`config.mk`:
```
export PLATFORM = sky130hd
export DESIGN_NAME = pipelined_addsub
export DESIGN_NICKNAME = d
export VERILOG_FILES = /design/src/rtl/pipelined_addsub.sv
export SDC_FILE = /design/constraint.sdc
export NUM_CORES = 1
export LEC_CHECK = 0
export CORE_ASPECT_RATIO = 0.75
export CORE_MARGIN = 8
export CORE_UTILIZATION = 45
export CTS_CLUSTER_SIZE = 14
export DETAILED_ROUTE_END_ITERATION = 8
export PLACE_DENSITY = 0.77
export SYNTH_ARGS = -nofsm -noshare
export SYNTH_HDL_FRONTEND = slang
export SYNTH_SLANG_ARGS = --single-unit
```
`constraint.sdc`:
```
create_clock -name clk -period 5.6 [get_ports clk]
set_input_delay 1.12 -clock clk [delete_from_list [all_inputs] [get_ports clk]]
set_output_delay 1.12 -clock clk [all_outputs]
set_load 0.01 [all_outputs]
```
`src/rtl/pipelined_addsub.sv`:
```
// Pipelined adder/subtractor with a carry-save-free slice pipeline.
// The WIDTH-bit operation is split into STAGES slices of SW = WIDTH/STAGES
// bits. Stage k ripples slice k and registers its carry into stage k+1,
// while the untouched operand bits ride along in skew registers. A
// valid/ready handshake with a single global advance signal moves the
// whole pipeline at once; bubbles travel as invalid stages.
//
// Ports:
//   clk        clock, all state on rising edge
//   rst_n      synchronous active-low reset
//   in_valid   operand beat offered
//   in_ready   beat accepted when in_valid && in_ready (= advance)
//   a, b       WIDTH-bit operands
//   cin        carry-in for add (ignored for subtract)
//   sub        0 = a + b + cin, 1 = a - b
//   sat        clamp signed result on overflow
//   out_valid  result beat present
//   out_ready  downstream accepts result
//   sum        WIDTH-bit result (saturated if requested)
//   cout       raw carry out of the MSB (1 = no borrow on subtract)
//   overflow   signed overflow of the unsaturated result
module pipelined_addsub #(
  parameter int WIDTH  = 32,
  parameter int STAGES = 4
) (
  input  logic             clk,
  input  logic             rst_n,
  input  logic             in_valid,
  output logic             in_ready,
  input  logic [WIDTH-1:0] a,
  input  logic [WIDTH-1:0] b,
  input  logic             cin,
  input  logic             sub,
  input  logic             sat,
  output logic             out_valid,
  input  logic             out_ready,
  output logic [WIDTH-1:0] sum,
  output logic             cout,
  output logic             overflow
);

  localparam int SW  = WIDTH / STAGES;
  localparam int L   = STAGES - 1;
  localparam int MSB = WIDTH - 1;

  if (WIDTH % STAGES != 0) begin : g_bad_params
    $error("pipelined_addsub: WIDTH must be a multiple of STAGES");
  end

  // Stage registers. b_q holds the effective (already inverted for
  // subtract) operand, so the mode only matters when a beat enters.
  logic [WIDTH-1:0]  a_q [STAGES];
  logic [WIDTH-1:0]  b_q [STAGES];
  logic [WIDTH-1:0]  s_q [STAGES];
  logic [STAGES-1:0] c_q;
  logic [STAGES-1:0] sat_q;
  logic [STAGES-1:0] v_q;

  // Values about to be loaded into each stage.
  logic [WIDTH-1:0]  a_d [STAGES];
  logic [WIDTH-1:0]  b_d [STAGES];
  logic [WIDTH-1:0]  s_d [STAGES];
  logic [STAGES-1:0] c_d;
  logic [STAGES-1:0] ci_d;
  logic [STAGES-1:0] sat_d;
  logic [STAGES-1:0] v_d;

  logic adv;
  logic ovf_raw;

  assign adv      = out_ready || !out_valid;
  assign in_ready = adv;

  always_comb begin : p_stage
    logic c;
    a_d[0]   = a;
    b_d[0]   = sub ? ~b : b;
    s_d[0]   = '0;
    ci_d[0]  = sub | cin;   // subtract: a + ~b + 1
    sat_d[0] = sat;
    v_d[0]   = in_valid;
    for (int k = 1; k < STAGES; k++) begin
      a_d[k]   = a_q[k-1];
      b_d[k]   = b_q[k-1];
      s_d[k]   = s_q[k-1];
      ci_d[k]  = c_q[k-1];
      sat_d[k] = sat_q[k-1];
      v_d[k]   = v_q[k-1];
    end
    c_d = '0;
    for (int k = 0; k < STAGES; k++) begin
      c = ci_d[k];
      for (int j = 0; j < SW; j++) begin
        s_d[k][k*SW+j] = a_d[k][k*SW+j] ^ b_d[k][k*SW+j] ^ c;
        c = (a_d[k][k*SW+j] & b_d[k][k*SW+j]) |
            (c & (a_d[k][k*SW+j] ^ b_d[k][k*SW+j]));
      end
      c_d[k] = c;
    end
  end

  // Data only loads behind a valid beat so the outputs keep their last
  // value (zero after reset) while bubbles pass through.
  always_ff @(posedge clk) begin
    if (!rst_n) begin
      v_q   <= '0;
      c_q   <= '0;
      sat_q <= '0;
      for (int k = 0; k < STAGES; k++) begin
        a_q[k] <= '0;
        b_q[k] <= '0;
        s_q[k] <= '0;
      end
    end else if (adv) begin
      v_q <= v_d;
      for (int k = 0; k < STAGES; k++) begin
        if (v_d[k]) begin
          a_q[k]   <= a_d[k];
          b_q[k]   <= b_d[k];
          s_q[k]   <= s_d[k];
          c_q[k]   <= c_d[k];
          sat_q[k] <= sat_d[k];
        end
      end
    end
  end

  assign out_valid = v_q[L];
  assign cout      = c_q[L];
  assign ovf_raw   = (a_q[L][MSB] == b_q[L][MSB]) && (s_q[L][MSB] != a_q[L][MSB]);
  assign overflow  = ovf_raw;

  always_comb begin
    sum = s_q[L];
    if (sat_q[L] && ovf_raw) begin
      sum = a_q[L][MSB] ? {1'b1, {(WIDTH-1){1'b0}}} : {1'b0, {(WIDTH-1){1'b1}}};
    end
  end

endmodule
```
* After elaboration in Yosys (flattened, before gate mapping) *
Memories as Yosys holds them, arrays and structs flattened.
Cells that the tools add are included.

storage, ports and cells
  bits in read-only memories = 0
  output and inout bits = 36
  input port bits = 71
  bits in writable memories = 384
  memories kept = 3
  register bits after elaboration = 12
  latch bits = 0

memories
  memory  words  width  rd ports  clocked after Yosys merged registers in  write ports  RTL line  text
  a_q     4      32     4         0                                        4            52        logic [WIDTH-1:0] a_q [STAGES];
  b_q     4      32     4         0                                        4            53        logic [WIDTH-1:0] b_q [STAGES];
  s_q     4      32     4         0                                        4            54        logic [WIDTH-1:0] s_q [STAGES];

cells by class
  bitwise logic cells = 174
  eq/ne operators = 2
  add/subtract/negate cells = 0
  reduce and logical (&&, ||, !) cells = 8
  multiplexer cells = 32
  div/mod/pow operators = 0
  $lt $le $gt $ge = 0
  $mul = 0
  shift operators = 0

operator list
  kind                 count
  two-way mux 32 bit   15
  bitwise AND 1 bit    64
  bitwise XOR 1 bit    64
  OR 1 bit             45
  inverter 32 bit      1
  two-way mux 1 bit    17
  AND reduction 2 bit  4
  logical AND 1 bit    2
  equality test 1 bit  1
  logical NOT 1 bit    1
  logical OR 1 bit     1
  != test 1 bit        1

* Longest topological paths before layout *
Gate-level depths: netlist of the first run.

  depth in word-level cells = 19
  depth in mapped cells = 14
  gate-level depth less buffers = 12

* Worst setup path before layout of the first run *
OpenSTA, ideal clock, no wires.

  path type = input -> register
  start point = input port sub
  end point = memory s_q[0][7], data pin
  slack = 0.423 ns
  arrival time = 4.922 ns
  buffers on the path = 2
  stages on the path = 13
  cell sequence = buf_2 > buf_2 > xnor2_1 > fa_1 > fa_1 > fa_1 > fa_1 > fa_1 > fa_1 > fa_1 > inv_1 > fa_1 > and2_1

RTL lines
  element          RTL line  text
  start, declared  33        input logic sub,
  end, declared    54

==> reports/qor.csv, run 1 <==
stage;metric;value;unit
run_status;outcome;completed;
job;maxcap violations;0;
global_routing;pin count of the biggest net entering global routing;57;
clock_tree;Post-CTS Setup Bufs;0;
route;vias post-DR;4443;
clock_tree;clk_lat worst skew;0.43;ns
layout;layout cells sized above 1;0.0491;
route;remaining antenna violation count;0;
route;WL final;14.0;mm
timing;Max transition margin;0.204;
timing;Final Skew;0.00991;ns
global_routing;GRT Util Overall;0.125;
timing;max frequency;202;MHz
synthesis;FF+latch count, synth;190;
global_routing;vias in the first global route;4369;
placement;routability congestion estimate;0.769;
floorplanning;Vert. Die Dim;135;µm
setup_path;CP max-delay cell;clkdlybuf4s50_1;
setup_path;CP Class;in2reg;
floorplanning;row count;43;
setup_path;crit-path cells;clkdlybuf4s50_1, xnor2_1, fa_1, fa_1, fa_1, fa_1, fa_1, fa_1, fa_1, inv_1, fa_1, and2_1;
setup_path;CP endpoint kind;flop;
clock_tree;TritonCTS clock tree;yes;
timing;Final Max Tran Viols;0;
floorplanning;core box area;18600;µm²
timing;Sum Neg Setup Slack;0;ns
route;Met1 Wirelength;6.94;mm
route;initial drt markers;279;
power;Power Dens Cells;298;nW/µm²
clock_tree;Clk pin slew, worst setup/hold paths;0.06;ns
clock_tree;Root Driver;clkbuf_16;
layout;area grow syn2layout;20.5;%
clock_tree;CTS Buf Count;17;
power;Peak VDD IR;0.000201;V
synthesis;Yosys warnings;0;
global_routing;initial antenna violation count;1;
timing;Final setup violation count;0;
route;metal3 WL;1.00;mm
placement;DP Worst Slack;0.228;ns
setup_path;Critical Path Most Common Cell;fa_1;
timing;ratio of final minimum period to clock period;0.882;
clock_tree;Max H-tree Level;4;
synthesis;Mapped Cells;647;
worst_hold_path;HP Class;reg2reg;
synthesis;Unique masters post-synth;27;
placement;post-place instance area;9740;µm²
floorplanning;Die ar.;23700;µm²
synthesis;Post-Syn Area;8530;µm²
layout;final net count;844;
layout;most frequent cells in the layout;178 x edfxtp_1, 140 x and2_1, 105 x clkdlybuf4s50_1, 78 x nand2_1, 44 x nor2_1;
setup_path;Worst EP arrival;5.13;ns
timing;Tmin final;4.94;ns
placement;I/O Buffers;106;
layout;final cell count without fillers;1001;
layout;most common cell after layout, fill and taps aside;edfxtp_1;
layout;final core utilization;0.554;
layout;Filler Cell Count;1495;
timing;Final Hold Viols;0;
clock_tree;Bufs on Longest Clock Path;2;
placement;Post-DP HPWL;10.2;mm
setup_path;Worst setup SP type;input pin;
clock_tree;cts hold-fix bufs;0;
global_routing;grt total ovfl;0;
timing;RSZ-0062 raised after global routing;false;
timing;Worst Setup Slack, final;0.658;ns
floorplanning;I/O Pins;107;
synthesis;sequential share of the synthesized area;0.655;
route;routed wl met2;5.87;mm
floorplanning;Die X;175;µm
layout;n_diodes;0;
power;Leakage;3.99;nW
setup_path;critical-path maximum fanout;1;
route;DRC Markers;0;
route;drt via density;4.44;
global_routing;first-pass GRT wire length;22.6;mm
timing;worst hold margin;0.461;ns
route;DR pass1 iterations;4;
timing;worst slew pin tran;1.19;ns
clock_tree;post-cts gate resize count;0;
setup_path;WP data required;5.79;ns
route;routed length per placed instance;14.0;µm
synthesis;Synth Net Count;750;
route;top routing layer in use;met5;
power;Total Power;3.07;mW
clock_tree;Clock Sinks;190;
synthesis;syn avg cell area;13.2;µm²
floorplanning;Initial Util;0.460;
layout;post-route cell area;10300;µm²
setup_path;Max stage delay on crit path;0.42;ns
placement;DP Cell Count;969;
==> synthesized netlist by cell type <==
cell type,number,area share
edfxtp_1,178,0.63
a21oi_1,8,0.0047
nand3_1,35,0.021
mux2i_1,3,0.0035
nand4_1,2,0.0015
clkbuf_1,9,0.0040
nor2b_4,1,0.0016
nand2b_1,1,0.00073
buf_2,12,0.0070
dfxtp_1,12,0.028
fa_1,32,0.075
buf_6,5,0.0066
clkbuf_2,9,0.0053
xor2_1,1,0.0010
and3_1,3,0.0022
and2_1,140,0.10
nor2_1,44,0.019
nand2_1,80,0.035
inv_2,1,0.00044
o21ai_0,3,0.0018
and3_4,1,0.0013
buf_1,1,0.00044
inv_1,30,0.013
or3b_1,1,0.0010
a311oi_1,3,0.0031
xnor2_1,31,0.032
nand3_2,1,0.0012
==> layer usage <==
layer  global-route usage  up-vias
met4               0.0479        2
met1                0.164     1975
met3               0.0501       19
li1                     -     2332
met5                    0        -
met2                0.183      115
==> report_power, final <==
part	switching, mW	internal [mW]	leakage (nW)	total, mW
combinational	0.138	0.141	1.73	0.280
sequential	0.0337	1.65	2.00	1.68
clock	0.471	0.633	0.259	1.10
==> path summary, 6_finish.rpt <==
path / start / to / slack [ns] / depth (start not counted)
worst min register to register: sat_q[0] / sat_q[1] / 0.46 / 2
worst min-delay path: sat_q[0] / sat_q[1] / 0.46 / 2
worst max-delay path: b[0] / s_q[0][7] / 0.66 / 12
worst max register to register: a_q[1][16] / s_q[2][23] / 1.72 / 12
==> flip-flops by register name, indices dropped and copies added, names as in the netlist <==
register / flops
a_q: 49
sat_q: 4
b_q: 49
v_q: 4
c_q: 4
s_q: 80
==> area by class of cell <==
type / instances / area (µm²) / share of cell area
Inverter: 31 / 116 / 0.0113
Multi-Input combinational cell: 390 / 2640 / 0.256
Tap cell: 247 / 309 / 0.0301
Sequential cell: 190 / 5590 / 0.543
Clock buffer: 25 / 475 / 0.0462
Clock inverter: 7 / 67.6 / 0.00657
Timing Repair Buffer: 111 / 1090 / 0.106
==> cell families after synthesis <==
| kind of cell | count (synthesis) | synth area share |
|---|---|---|
| simple gates | 309 | 0.187 |
| flops | 190 | 0.655 |
| buf+inv | 67 | 0.0370 |
| xor+xnor | 32 | 0.0329 |
| fa+ha+maj | 32 | 0.0751 |
| compound gates | 14 | 0.00953 |
| mux | 3 | 0.00352 |
==> worst max-delay path: cells and delay by family <==
kind / cells / cell delay (ns)
xor gates and xnor gates: 1 / 0.15
adders and majority gates: 8 / 3.19
buffers and inverters: 2 / 0.50
and+or+nand+nor: 1 / 0.15
Power figures use the tool's default switching activity.
==> run 2, diff against run 1 <==
- CORE_ASPECT_RATIO: 0.75 -> 1.2
- CTS_CLUSTER_SIZE: 14 -> 28
==> run 2 against run 1 <==
  * Sequential share of layout area shrank 0.29 points
  * Critical endpoint unchanged
  * Critical path type unchanged
  * Largest power group unchanged
  * Combinational power shrank 4%
  * Sequential cell count is the same
==> reports/qor.csv, run 2 (synthesis gave the netlist of run 1 again) <==
stage;metric;value;unit
run_status;outcome;completed;
floorplanning;Initial Util;0.456;
route;initial drt markers;230;
timing;Final Skew;0.00743;ns
power;Peak VDD IR;0.000206;V
power;part of the power in registers;0.536;
worst_hold_path;hold endpoint;sat_q[3];
layout;n_diodes;0;
floorplanning;row count;55;
placement;post-place instance area;9750;µm²
global_routing;met1 GRT Util;0.139;
clock_tree;Post-CTS Setup Bufs;0;
power;Power Dens Cells;303;nW/µm²
worst_hold_path;hold path startpoint;sat_q[2];
worst_hold_path;worst hold path depth;2;
timing;Sum Neg Setup Slack;0;ns
job;maxcap violations;0;
floorplanning;Die ar.;23600;µm²
route;routed length per placed instance;13.1;µm
clock_tree;CTS Buf Count;17;
floorplanning;Die X;142;µm
setup_path;crit path from;b[0];
power;Leakage;4.02;nW
clock_tree;clk_lat worst skew;0.42;ns
worst_hold_path;HP Class;reg2reg;
setup_path;worst reg2reg path depth;12;
placement;Post-DP HPWL;9.67;mm
floorplanning;core box area;18700;µm²
placement;routability congestion estimate;0.756;
clock_tree;Clock Sinks;190;
setup_path;Worst EP arrival;5.09;ns
setup_path;critical-path maximum fanout;1;
layout;Biggest register;s_q;
setup_path;CP endpoint kind;flop;
route;remaining antenna violation count;0;
power;Sw Pwr;0.682;mW
timing;Max transition margin;0.208;
global_routing;GRT Util Overall;0.117;
global_routing;vias in the first global route;4485;
layout;max FFs per register;80;
clock_tree;post-cts gate resize count;0;
layout;most common cell after layout, fill and taps aside;edfxtp_1;
route;drt via density;4.39;
power;Clock Power Share;0.378;
route;DR pass1 iterations;6;
route;WL final;13.2;mm
layout;area grow syn2layout;21.2;%
timing;Final Hold Viols;0;
layout;layout cells sized above 1;0.0570;
setup_path;r2r setup slk;1.77;ns
setup_path;r2r endpoint;s_q[1][15];
layout;post-route cell area;10300;µm²
layout;most frequent cells in the layout;178 x edfxtp_1, 140 x and2_1, 105 x clkdlybuf4s50_1, 78 x nand2_1, 44 x nor2_1;
layout;biggest regs;s_q (80), a_q (49), b_q (49);
power;Gate power share;0.086;
clock_tree;cts hold-fix bufs;0;
floorplanning;I/O Pins;107;
power;switch share;0.218;
timing;RSZ-0062 raised after global routing;false;
setup_path;CP Class;in2reg;
timing;Final Max Tran Viols;0;
timing;ratio of final minimum period to clock period;0.877;
clock_tree;TritonCTS clock tree;yes;
global_routing;met3 Track Usage GR;0.0349;
clock_tree;Bufs on Longest Clock Path;2;
global_routing;initial antenna violation count;0;
clock_tree;Max H-tree Level;4;
timing;worst slew pin tran;1.19;ns
global_routing;M2 GR Usage;0.194;
floorplanning;Vert. Die Dim;167;µm
clock_tree;Clk pin slew, worst setup/hold paths;0.07;ns
setup_path;WP data required;5.78;ns
route;DRC Markers;0;
timing;max frequency;204;MHz
route;vias post-DR;4438;
setup_path;RR Startpoint;a_q[0][8];
global_routing;grt total ovfl;0;
global_routing;busiest grt layer;met2;
clock_tree;Root Driver;clkbuf_16;
power;Internal Power;2.45;mW
timing;Tmin final;4.91;ns
global_routing;pin count of the biggest net entering global routing;49;
setup_path;Worst setup SP type;input pin;
layout;final net count;844;
placement;I/O Buffers;106;
global_routing;first-pass GRT wire length;21.7;mm
timing;Final setup violation count;0;
## run 2: cell types whose count changed in the layout (fill, tap and decap cells not counted), sizes merged
cell / before / now
bufinv: 1 / 2
clkbuf: 25 / 17
clkinv: 4 / 6
clkinvlp: 2 / 1
inv: 31 / 37
## run 2: power groups by stage
stage	Sequential, mW	Combinational, mW	Clock (mW)
after global placement	1.71	0.267	0
after global routing	1.69	0.308	1.24
final	1.68	0.270	1.19
after floorplan	1.70	0.154	0
after detailed placement	1.71	0.274	0
after CTS	1.68	0.276	1.20
## run 2: layer usage
metal  vias to the layer above  routed length, µm
met5                         -                  0
met4                         0                239
met3                        17                615
met2                       100               6480
met1                      1992               5860
li1                       2329                  -
## run 2: layout make-up
| type | instances | area, µm² |
|---|---|---|
| Fill cell | 1550 | 8380 |
| Sequential cell | 190 | 5590 |
| Multi-Input combinational cell | 390 | 2640 |
| Timing Repair Buffer | 111 | 1090 |
| Clock buffer | 17 | 425 |
| Tap cell | 256 | 320 |
| Clock inverter | 15 | 161 |
| Inverter | 31 | 116 |
## run 2: worst max-delay path, cell delays in order
cell             delay, ns
clkdlybuf4s50_1       0.41
xnor2_1               0.15
fa_1                  0.43
fa_1                  0.39
fa_1                  0.39
fa_1                  0.40
fa_1                  0.42
fa_1                  0.40
fa_1                  0.37
inv_1                 0.08
fa_1                  0.39
and2_1                0.14
## run 2: per-stage QoR
| stage | setup slack [ns] | util | power (mW) | instances | hold WS [ns] |
|---|---|---|---|---|---|
| after floorplan | 0.423 | - | 1.86 | 647 | 0.438 |
| after global placement | 0.273 | 0.521 | 1.97 | 978 | 0.464 |
| after detailed placement | 0.228 | 0.521 | 1.98 | 978 | 0.465 |
| after CTS | 0.685 | 0.552 | 3.16 | 1010 | 0.475 |
| after global routing | 0.541 | 0.552 | 3.24 | 1010 | 0.503 |
| final | 0.686 | 0.552 | 3.13 | 1010 | 0.471 |
## run 2: how the worst max path moves through the flow
| stage | end | slack (ns) | cells past startpoint |
|---|---|---|---|
| CTS | s_q[0][7] | 0.69 | 12 |
| global route | s_q[0][7] | 0.54 | 12 |
| detailed placement | s_q[0][7] | 0.23 | 12 |
| floorplan | s_q[0][7] | 0.42 | 13 |
| finish | s_q[0][7] | 0.69 | 12 |
| global placement | s_q[0][7] | 0.27 | 12 |
==> run 3, diff against run 2 <==
- ABC_AREA: unset -> 1
- CORE_UTILIZATION: 45 -> 30
- PLACE_DENSITY: 0.77 -> 0.58
==> run 3 against run 2 <==
  * Wire length rose by 7.1%
  * Non-clock buffer count rose by 3
  * Synthesized cell count rose by 16%
  * Clock skew rose by 0.0032 ns
  * Area after synthesis rose by 1.1%
  * Via count rose by 4.0%
  * Sequential power barely moved
  * Die area rose by 46%
  * Sequential share of layout area fell by 1.5 points
  * Maximum frequency rose by 0.37%
  * Sequential cell count did not move
  * Setup slack improved by 0.018 ns
  * Critical path type unchanged
  * Largest power group unchanged
==> reports/qor.csv, run 3 <==
stage;metric;value;unit
clock_tree;Root Driver;clkbuf_16;
layout;most common cell after layout, fill and taps aside;edfxtp_1;
synthesis;Post-synth EDFFs;178;
layout;area grow syn2layout;23.2;%
synthesis;sequential share of the synthesized area;0.648;
worst_hold_path;hold endpoint;sat_q[0];
timing;max frequency;204;MHz
route;initial drt markers;179;
setup_path;CP top delay family;adder cells;
layout;most frequent cells in the layout;178 x edfxtp_1, 174 x inv_1, 149 x nor2_1, 105 x clkdlybuf4s50_1, 77 x nand2_1;
power;Peak VDD IR;0.000212;V
synthesis;ranking of synthesized cells by area;edfxtp_1 62%, inv_1 7.6%, fa_1 7.4%, nor2_1 6.5%, nand2_1 3.4%;
global_routing;pin count of the biggest net entering global routing;52;
floorplanning;I/O Pins;107;
synthesis;post-synth top area share;0.620;
clock_tree;clk_lat worst skew;0.42;ns
timing;ratio of final minimum period to clock period;0.874;
synthesis;Post-Syn Area;8620;µm²
synthesis;top post-synthesis cells by count;178 x edfxtp_1, 174 x inv_1, 149 x nor2_1, 79 x nand2_1, 32 x fa_1;
synthesis;leading area contributor after synthesis;edfxtp_1;
synthesis;Post-Synth XOR/XNOR Area;0.0325;
timing;Max transition margin;0.269;
floorplanning;row count;68;
layout;final net count;953;
timing;RSZ-0062 raised after global routing;false;
global_routing;M2 GR Usage;0.145;
synthesis;Post-Synth Adder-Cell Area;0.0743;
floorplanning;core box area;28500;µm²
synthesis;Primary FF master, synth;edfxtp_1;
clock_tree;Clk pin slew, worst setup/hold paths;0.07;ns
synthesis;Yosys warnings;0;
synthesis;cell with the most instances after synthesis;edfxtp_1;
global_routing;met1 GRT Util;0.104;
run_status;outcome;completed;
clock_tree;Post-CTS Setup Bufs;0;
setup_path;Buf/Inv on CP;3;
synthesis;Mapped Cells;748;
route;WL final;14.1;mm
timing;Final setup violation count;0;
floorplanning;Vert. Die Dim;202;µm
layout;layout cells sized above 1;0.0915;
setup_path;Max stage delay on crit path;0.42;ns
setup_path;r2r endpoint;s_q[3][31];
clock_tree;post-cts gate resize count;0;
setup_path;worst reg2reg path depth;12;
global_routing;busiest grt layer;met2;
setup_path;crit-path cells;clkdlybuf4s50_1, xnor2_1, fa_1, fa_1, fa_1, fa_1, fa_1, fa_1, fa_1, inv_1, fa_1, inv_1, nor2_1;
route;drt via density;3.70;
global_routing;initial antenna violation count;0;
synthesis;Synth Area in Compound Gates;0.00711;
layout;max FFs per register;80;
timing;Final Hold Viols;0;
power;Power Dens Cells;300;nW/µm²
layout;Biggest register;s_q;
worst_hold_path;hold path startpoint;sat_q[0];
placement;Post-DP HPWL;10.7;mm
layout;final core utilization;0.373;
setup_path;WP data required;5.73;ns
placement;routability congestion estimate;0.688;
setup_path;Worst setup SP type;input pin;
synthesis;Unique masters post-synth;25;
placement;I/O Buffers;106;
route;DRC Markers;0;
synthesis;FF+latch count, synth;190;
floorplanning;Die ar.;34500;µm²
synthesis;Synth Net Count;851;
synthesis;largest family of logic cells by synthesized area;simple AND/OR/NAND/NOR gates;
clock_tree;TritonCTS clock tree;yes;
layout;Filler Cell Count;2772;
global_routing;first-pass GRT wire length;23.6;mm
layout;multi-input logic area;2190;µm²
setup_path;CP max-delay cell;fa_1;
setup_path;CP endpoint kind;flop;
clock_tree;CTS Buf Count;17;
timing;Final Skew;0.0106;ns
job;maxcap violations;0;
timing;worst slew pin tran;1.09;ns
synthesis;simple-gate portion of the synthesized area;0.139;
global_routing;met3 Track Usage GR;0.0235;
synthesis;asr flop ratio synth;0;
floorplanning;Initial Util;0.303;
synthesis;mux contribution to synthesized area;0;
timing;Tmin final;4.90;ns
floorplanning;Die X;171;µm
setup_path;CP Class;in2reg;
route;DR pass1 iterations;6;
clock_tree;Clock Sinks;190;
layout;n_diodes;0;
global_routing;vias in the first global route;4825;
synthesis;syn avg cell area;11.5;µm²
timing;Sum Neg Setup Slack;0;ns
clock_tree;Bufs on Longest Clock Path;2;
worst_hold_path;worst hold path depth;2;
worst_hold_path;HP Class;reg2reg;
clock_tree;Max H-tree Level;4;
setup_path;critical-path maximum fanout;1;
layout;Storage cell area;5590;µm²
layout;biggest regs;s_q (80), a_q (49), b_q (49);
timing;Final Max Tran Viols;0;
global_routing;grt total ovfl;0;
route;routed length per placed instance;11.3;µm
timing;worst hold margin;0.474;ns
route;vias post-DR;4617;
route;remaining antenna violation count;0;
power;Leakage;4.37;nW
global_routing;GRT Util Overall;0.0869;
setup_path;Worst EP arrival;5.03;ns
setup_path;r2r setup slk;1.82;ns
setup_path;Critical Path Most Common Cell;fa_1;
setup_path;RR Startpoint;a_q[2][24];
clock_tree;cts hold-fix bufs;0;
-- run 3: cell types whose count changed in the layout (fill, tap and decap cells not counted), moves of 3 or more --
| cell | change |
|---|---|
| nor2_4 | +11 |
| o21ai_0 | +8 |
| nor2_1 | +105 |
| and3_1 | -3 |
| mux2i_1 | -3 |
| nor2_2 | +20 |
| nand3_1 | -27 |
| a21oi_1 | -8 |
| inv_1 | +144 |
| buf_4 | +3 |
| a311oi_1 | -3 |
| and2_1 | -139 |
-- run 3: area by class of cell --
class,count,share of cell area
clock inverters,15,0.0159
flip-flops and latches,190,0.526
repair buffers,114,0.105
clock buffers,17,0.0400
well taps,385,0.0453
multi-input cells,351,0.206
inverters,176,0.0622
-- run 3: kinds of logic (layout without fill, tap and decap cells) --
family | count (synthesis) | after routing
adder cells (fa/ha/maj) | 32 | 32
XOR/XNOR | 32 | 32
AO/OA/AOI/OAI | 12 | 12
buffers and inverters | 207 | 322
flip-flops | 190 | 190
AND/OR/NAND/NOR | 275 | 275
-- run 3: metrics by stage --
stage               setup slack (ns)  cells  total power, mW  cell area, µm²
finish                         0.704   1248             3.18           10600
detailed placement             0.262   1216             2.01           10000
floorplan                      0.455    748             1.89            8620
global route                   0.572   1248             3.33           10600
CTS                            0.718   1248             3.23           10600
global placement               0.288   1216             2.01           10000
-- run 3: report_power, final --
group	total (mW)	switching (mW)	internal (mW)
registers	1.68	0.0285	1.65
clock network	1.21	0.539	0.674
logic	0.296	0.159	0.137
total	3.18	0.727	2.46
-- run 3: worst max-delay path by stage --
stage                     start         to  slack [ns]  cells past startpoint
final                      b[0]  s_q[0][7]        0.70                     13
after global routing       b[0]  s_q[0][7]        0.57                     13
after CTS                  b[0]  s_q[0][7]        0.72                     13
after detailed placement   b[0]  s_q[0][7]        0.26                     13
after global placement     b[0]  s_q[0][7]        0.29                     13
after floorplan             sub  s_q[0][7]        0.46                     14
-- run 3: tightest hold or removal path, stage by stage, from the launching register on --
cell and delay (ns):
dfxtp_1 0.30, inv_1 0.05, o21ai_0 0.07
-- run 3: routing by layer --
layer,vias to the layer above,wire length (µm)
met3,12,536
met1,2050,6340
li1,2467,-
met5,-,0
met4,0,233
met2,88,7020
